$ cat src/rtl/multdiv_pkg.sv
// Shared types and rstatus constants for the multiply/divide issue controller.
package multdiv_pkg;

  typedef enum logic [1:0] {
    ST_IDLE  = 2'd0,
    ST_START = 2'd1,
    ST_WAIT  = 2'd2,
    ST_DONE  = 2'd3
  } state_e;

  localparam logic [4:0]  RSTATUS_REG  = 5'd30;
  localparam logic [31:0] RSTATUS_MULT = 32'd4;
  localparam logic [31:0] RSTATUS_DIV  = 32'd5;

  function automatic logic [31:0] rstatus_code(input logic is_div);
    return is_div ? RSTATUS_DIV : RSTATUS_MULT;
  endfunction

endpackage

$ cat src/rtl/multdiv_watchdog.sv
// Clearable saturating cycle counter; flags when the count equals TIMEOUT.
module multdiv_watchdog
  import multdiv_pkg::*;
#(
  parameter int TIMEOUT = 64
) (
  input  logic clock_i,
  input  logic reset_i,
  input  logic clear_i,
  input  logic count_en_i,
  output logic expired_o
);

  localparam int CW = $clog2(TIMEOUT + 1);

  logic [CW-1:0] count_q, count_d;

  always_comb begin
    count_d = count_q;
    if (clear_i) begin
      count_d = '0;
    end else if (count_en_i && (count_q != '1)) begin
      count_d = count_q + 1'b1;
    end
  end

  always_ff @(posedge clock_i) begin
    if (reset_i) begin
      count_q <= '0;
    end else begin
      count_q <= count_d;
    end
  end

  assign expired_o = (count_q == CW'(TIMEOUT));

endmodule

$ cat src/rtl/multdiv_issue_ctrl.sv
// Issue controller between the X stage and multdiv: start pulse, operand hold,
// pipeline stall, timeout watchdog and writeback of result or rstatus code.
module multdiv_issue_ctrl
  import multdiv_pkg::*;
#(
  parameter int TIMEOUT = 64
) (
  input  logic        clock_i,
  input  logic        reset_i,
  input  logic        issue_valid_i,
  input  logic        issue_is_div_i,
  input  logic [31:0] issue_A_i,
  input  logic [31:0] issue_B_i,
  input  logic [4:0]  issue_rd_i,
  input  logic        flush_i,
  output logic        ctrl_MULT_o,
  output logic        ctrl_DIV_o,
  output logic [31:0] data_operandA_o,
  output logic [31:0] data_operandB_o,
  input  logic [31:0] data_result_i,
  input  logic        data_exception_i,
  input  logic        data_resultRDY_i,
  output logic        stall_o,
  output logic        wb_valid_o,
  output logic [4:0]  wb_rd_o,
  output logic [31:0] wb_result_o,
  output logic        wb_exception_o
);

  state_e      state_q, state_d;
  logic        div_q;
  logic [4:0]  rd_q;
  logic [31:0] op_a_q, op_b_q;
  logic [4:0]  wb_rd_q;
  logic [31:0] wb_result_q;
  logic        wb_exc_q;
  logic        accept, capture, timeout_hit;

  multdiv_watchdog #(.TIMEOUT(TIMEOUT)) u_watchdog (
    .clock_i    (clock_i),
    .reset_i    (reset_i),
    .clear_i    (state_q == ST_START),
    .count_en_i (state_q == ST_WAIT),
    .expired_o  (timeout_hit)
  );

  always_comb begin
    state_d = state_q;
    accept  = 1'b0;
    capture = 1'b0;
    case (state_q)
      ST_IDLE: begin
        if (issue_valid_i) begin
          state_d = ST_START;
          accept  = 1'b1;
        end
      end
      ST_START: state_d = ST_WAIT;
      ST_WAIT: begin
        if (data_resultRDY_i || timeout_hit) begin
          state_d = ST_DONE;
          capture = 1'b1;
        end
      end
      ST_DONE: state_d = ST_IDLE;
      default: state_d = ST_IDLE;
    endcase
    // A flush kills whatever is in flight, including a same-cycle accept or completion.
    if (flush_i) begin
      state_d = ST_IDLE;
      accept  = 1'b0;
      capture = 1'b0;
    end
  end

  always_ff @(posedge clock_i) begin
    if (reset_i) begin
      state_q     <= ST_IDLE;
      div_q       <= 1'b0;
      rd_q        <= '0;
      op_a_q      <= '0;
      op_b_q      <= '0;
      wb_rd_q     <= '0;
      wb_result_q <= '0;
      wb_exc_q    <= 1'b0;
    end else begin
      state_q <= state_d;
      if (accept) begin
        div_q  <= issue_is_div_i;
        rd_q   <= issue_rd_i;
        op_a_q <= issue_A_i;
        op_b_q <= issue_B_i;
      end
      if (capture) begin
        // RDY wins over a same-cycle timeout; otherwise the op ends in rstatus.
        if (data_resultRDY_i && !data_exception_i) begin
          wb_rd_q     <= rd_q;
          wb_result_q <= data_result_i;
          wb_exc_q    <= 1'b0;
        end else begin
          wb_rd_q     <= RSTATUS_REG;
          wb_result_q <= rstatus_code(div_q);
          wb_exc_q    <= 1'b1;
        end
      end
    end
  end

  assign ctrl_MULT_o     = (state_q == ST_START) && !div_q && !flush_i && !reset_i;
  assign ctrl_DIV_o      = (state_q == ST_START) &&  div_q && !flush_i && !reset_i;
  assign wb_valid_o      = (state_q == ST_DONE) && !flush_i && !reset_i;
  assign wb_exception_o  = wb_valid_o && wb_exc_q;
  assign stall_o         = issue_valid_i && (state_q != ST_DONE);
  assign data_operandA_o = op_a_q;
  assign data_operandB_o = op_b_q;
  assign wb_rd_o         = wb_rd_q;
  assign wb_result_o     = wb_result_q;

endmodule

$ cat config.mk
export PLATFORM = sky130hd
export DESIGN_NAME = multdiv_issue_ctrl
export DESIGN_NICKNAME = d
export VERILOG_FILES = /design/src/rtl/multdiv_pkg.sv /design/src/rtl/multdiv_watchdog.sv /design/src/rtl/multdiv_issue_ctrl.sv
export SDC_FILE = /design/constraint.sdc
export NUM_CORES = 1
export LEC_CHECK = 0
export CORE_MARGIN = 1.5
export CORE_UTILIZATION = 35
export CTS_BUF_LIST = sky130_fd_sc_hd__clkbuf_2
export DETAILED_ROUTE_END_ITERATION = 12
export GPL_TIMING_DRIVEN = 1
export HOLD_SLACK_MARGIN = 0.03
export PLACE_DENSITY = 0.84
export RECOVER_POWER = 25
export SLEW_MARGIN = 10
export SYNTH_ARGS = -nofsm -noshare
export SYNTH_HDL_FRONTEND = slang
export SYNTH_SLANG_ARGS = --single-unit
export TNS_END_PERCENT = 50
$ cat constraint.sdc
create_clock -name clock_i -period 3.05 [get_ports clock_i]
set_input_delay 0.4575 -clock clock_i [delete_from_list [all_inputs] [get_ports clock_i]]
set_output_delay 0.4575 -clock clock_i [all_outputs]
set_load 0.05 [all_outputs]
## Word-level counts from Yosys, hierarchy flattened

Index checks and enable logic that the tools add are counted.

| word-level totals | value |
|---|---|
| flip-flop bits (word level) | 117 |
| input bits | 108 |
| output and inout bits | 106 |

| operators by class | value |
|---|---|
| add/sub/neg operators | 1 |
| equality and inequality tests | 8 |
| mux-type cells | 13 |
| reductions and logical operators | 21 |

Operators with widths:

| operator | number |
|---|---|
| $mux 32 | 1 |
| $logic_and 1x1->1 | 12 |
| $mux 1 | 8 |
| $pmux 2 s4 | 1 |
| $add 7x1->7 const B | 1 |
| $eq 7x7->1 const B | 1 |
| $ne 7x7->1 const B | 1 |
| $ne 2x2->1 const B | 3 |
| $mux 5 | 1 |
| $eq 2x2->1 const B | 2 |
| $logic_not 1->1 | 4 |
| $mux 2 | 2 |
| $reduce_or 2->1 | 2 |
| $eq 2x1->1 const B | 1 |
| $logic_not 2->1 | 1 |
| $reduce_and 2->1 | 1 |
| $logic_or 1x1->1 | 1 |

## Logic depth before layout (Yosys ltp)

Gate-level depths: netlist (run 1).

| depth | value |
|---|---|
| word-level depth | 5 |
| mapped depth | 8 |

## Hierarchy

From an unflattened synthesis (run 1), not the netlist that was laid out.

| unflattened totals | value |
|---|---|
| cells, all modules | 542 |
| area total of the unflattened synthesis | 4380.5 µm² |

By module, submodules not included:

| module | times used | cells an instance | area each (µm²) | seq. area each (µm²) |
|---|---|---|---|---|
| multdiv_issue_ctrl | 1 | 502 | 4021.4 | 2202.1 |
| multdiv_watchdog | 1 | 40 | 359.1 | 140.1 |

## Worst setup path before layout (run 1)

Ideal clock, no wire load.

| path | value |
|---|---|
| path type | input to output |
| start | in reset_i |
| end | out ctrl_MULT_o |
| arrival | 1.495 ns |
| required time | 2.592 ns |
| slack | 1.097 ns |
| cell stages on the path | 3 |
| buffers on the path | 0 |
| path through | nor2_1 nand2_1 nor2_1 |

| between the ends | value |
|---|---|
| longest elaborated chain between the ends | 2 |

Ends and longest elaborated chain:

| what | RTL line | RTL |
|---|---|---|
| start, declared | multdiv_issue_ctrl.sv:9 | `input logic reset_i,` |
| $logic_not 1->1 | multdiv_issue_ctrl.sv:109 | `assign ctrl_MULT_o = (state_q == ST_START) && !div_q && !flush_i && !reset_i;` |
| $logic_and 1x1->1 | multdiv_issue_ctrl.sv:109 |  |
| end, declared | multdiv_issue_ctrl.sv:16 | `output logic ctrl_MULT_o,` |

Every way passes these cells.

## Worst setup path after layout (run 1)

| path | value |
|---|---|
| start | reg state_q[0] |
| end | out stall_o |

| between the ends | value |
|---|---|
| longest elaborated chain between the ends | 2 |

Ends and longest elaborated chain:

| what | RTL line | RTL |
|---|---|---|
| start, declared | multdiv_issue_ctrl.sv:30 | `state_e state_q, state_d;` |
| start signal, assigned | multdiv_issue_ctrl.sv:87 | `state_q <= state_d;` |
| $ne 2x2->1 | multdiv_issue_ctrl.sv:113 | `assign stall_o = issue_valid_i && (state_q != ST_DONE);` |
| $logic_and 1x1->1 | multdiv_issue_ctrl.sv:113 |  |
| end, declared | multdiv_issue_ctrl.sv:23 | `output logic stall_o,` |

Every way passes these cells.

==> results of run 1 <==
## state kept, by name (all words and copies together), names as in the netlist
register / flops
wb_exc_q: 1
rd_q: 5
wb_rd_o: 5
div_q: 1
wb_result_o: 32
u_watchdog.count_q: 7
state_q: 2
data_operandA_o: 32
data_operandB_o: 32
## worst register-to-register path, stage by stage, from the launching register on
cell and delay, ns:
dfxtp_1 0.41, inv_1 0.10, ha_1 0.21, nand2_1 0.13, or2_2 0.12, clkbuf_2 0.98
nand2_1 0.23, a21oi_1 0.20
## path summary, 6_finish.rpt
kind / to / slack, ns / cells after the start
worst min-delay path: wb_result_o[31] / 0.21 / 4
worst max-delay path: stall_o / 0.40 / 3
worst min register to register: data_operandA_o[9] / 0.47 / 2
worst max register to register: data_operandB_o[8] / 0.59 / 7
## kinds of logic after synthesis
kind of cell	after synthesis	share of synthesized area, %
fa+ha+maj	7	2.089
mux	2	0.4776
flops	117	55.88
simple gates	185	18.69
xor+xnor	3	0.6270
compound gates	119	18.42
buf+inv	36	3.821
## cell type report
cell class                      count  area share [%]
Clock buffer                       17           1.284
Inverter                            5          0.2832
Tap cell                          143           2.700
Clock inverter                     15           2.398
Multi-Input combinational cell    316           25.62
Sequential cell                   117           35.35
Timing Repair Buffer              217           32.36
## metrics by stage
step / util [%] / instances / hold slack, ns / power [mW] / area, um^2
6_report: 57.30 / 830 / 0.2125 / 3.110 / 6626
2_1_floorplan: - / 469 / 0.4319 / 1.909 / 4192
4_1_cts: 57.35 / 830 / 0.1232 / 3.157 / 6633
5_1_grt: 57.30 / 830 / 0.1369 / 3.262 / 6626
3_3_place_gp: 55.24 / 798 / 0.4405 / 2.152 / 6389
3_5_place_dp: 55.24 / 798 / 0.4458 / 2.164 / 6389
## power by group through the flow
stage / clock, mW / combinational [mW] / sequential (mW)
6_report: 0.981 / 0.525 / 1.60
5_1_grt: 1.09 / 0.558 / 1.61
4_1_cts: 1.02 / 0.530 / 1.60
3_5_place_dp: 0 / 0.527 / 1.64
3_3_place_gp: 0 / 0.518 / 1.63
2_1_floorplan: 0 / 0.127 / 1.78
## placed cells by master (no fill, tap or decap), types with 4 or more instances in the layout
cell type,Yosys,layout
clkbuf_2,0,18
a21oi_1,72,72
clkdlybuf4s50_1,0,208
and3_1,6,6
clkinvlp_4,0,6
inv_1,5,5
dfxtp_1,117,117
buf_4,0,7
ha_1,7,7
clkinv_4,0,4
a22o_1,30,30
or2_2,4,4
nor2b_1,4,4
nor2_1,9,8
nand2_1,148,148
o221a_2,4,4
## metal layers
layer	vias up	track usage [%]	share of wire [%]
li1	2002	-	-
met1	1779	20.07	40
met2	146	32.02	49
met3	35	6.965	7.6
met4	0	9.367	3.3
met5	-	0	0
==> metrics.yaml, run 1 <==
clk_pin_slew_ns: 0.17
yosysUniqueCellTypes: 36
comb_power_share_pct: 16.9
path_cells: "ha_1 > nor2b_1 > clkdlybuf4s50_1"
synth_edf_count: 0
worstHoldStart: "reset_i"
cts_tree: "done"
worstSetupStartpointType: "register"
path_class: "register to primary output"
multiInputGateArea_mm2: 0.001698
crit_slowest_cell: "clkdlybuf4s50_1"
drive_above_1_share_pct: 7.715
synth.most_common_cell: "nand2_1"
relSlewSlack_pct: 7.821
violations: "design-rule violations"
setup_viol: 0
layout_setup_ws_ns: 0.4046
worstPathArrival_ns: 2.19
grt_first_pass_wirelength_um: 18600
wl_um: 11760
dr.pass1.iters: 8
overflow: 0
swShare_pct: 29.74
netlist_top_cells_area: "dfxtp_1 (56%), nand2_1 (13%), a21oi_1 (8.6%)"
port_buffers: 213
grt_pass1_vias: 3964
drv_slew: 0
fin_worst_skew_ns: 0.02209
cts_root_buf: "clkbuf_2"
clock_power_share_pct: 31.5
cts_buffers: 17
initial_utilization_pct: 36.24
switchingPower_uw: 925.0
cts_sinks: 117
clk_path_buf_depth: 2
hold_buffers: 0
viasPerCell: 4.773
post_cts_buffers: 0
area_delta_synth_final_pct: 58.09
r2r-start: "state_q[0]"
p_seq_share_pct: 51.6
grt_max_degree: 77
avgSynthCellArea_um2: 8.937
row_count: 39
clk_latency_ns: 0.66
synth_area_leader_cell: "dfxtp_1"
fillers: 1036
coreArea_mm2: 0.01156
antenna_cells: 0
synth_flop_cell: "dfxtp_1"
htree_levels: 4
async_reset_ff_share_pct: 0
cp_max_fo: 4
seqCellArea_mm2: 0.002342
drv_cap: 0
crit_path_end_kind: "primary output"
critPathRequiredTime_ns: 2.59
rsz0062_at_grt: "false"
grt_usage_pct: 18.59
dieArea_mm2: 0.01264
die_w_um: 112.4
hold_class: "primary input to register"
synth_top_area_share_pct: 55.88
worst-path-buf-inv: 1
cpLargestDelayFamily: "buffers and inverters"
ys_seq_area_share_pct: 55.88
ant_nets: 0
layout.nets: 789
grt_antenna_before_repair: 0
setup_tns_ns: 0
status: "finished, violations left"
period_share_pct: 86.74
ys_seq_elements: 117
synth.yosys.warnings: 0
p_leak_nw: 2.447
synthCells: 469
preCtsSetupSlack_ns: 0.5017
worstMarginPinSlew_ns: 1.383
vias: 3962
post_drt_wl_per_cell_um: 14.17
vdd_drop_max_uv: 318.8
power.density_mw_per_mm2: 469.3
slowest_delay_ns: 0.82
hpwl_um: 8503
synth.cell_area_mm2: 0.004192
netlist_top_cells_count: "nand2_1 (148), dfxtp_1 (117), a21oi_1 (72), a22o_1 (30), clkbuf_1 (26)"
min_period_ns: 2.645
syn_nets: 584
final_hold_viol_count: 0
die_height_um: 112.4
post_cts_resize_count: 0
fmax_mhz: 378.0
drc: 15
startpoint: "state_q[0]"
gp_congestion: 0.8115
internal_power_mw: 2.185
drt_iter0_drc: 280
io_pins: 214
Note: power is estimated with default switching activity, not from simulation.
==> run 2: changes to the inputs <==
- TNS_END_PERCENT: 50 -> not set
==> results of run 2 <==
Same layout as run 1: the final DEF is identical, and so are final timing and power.
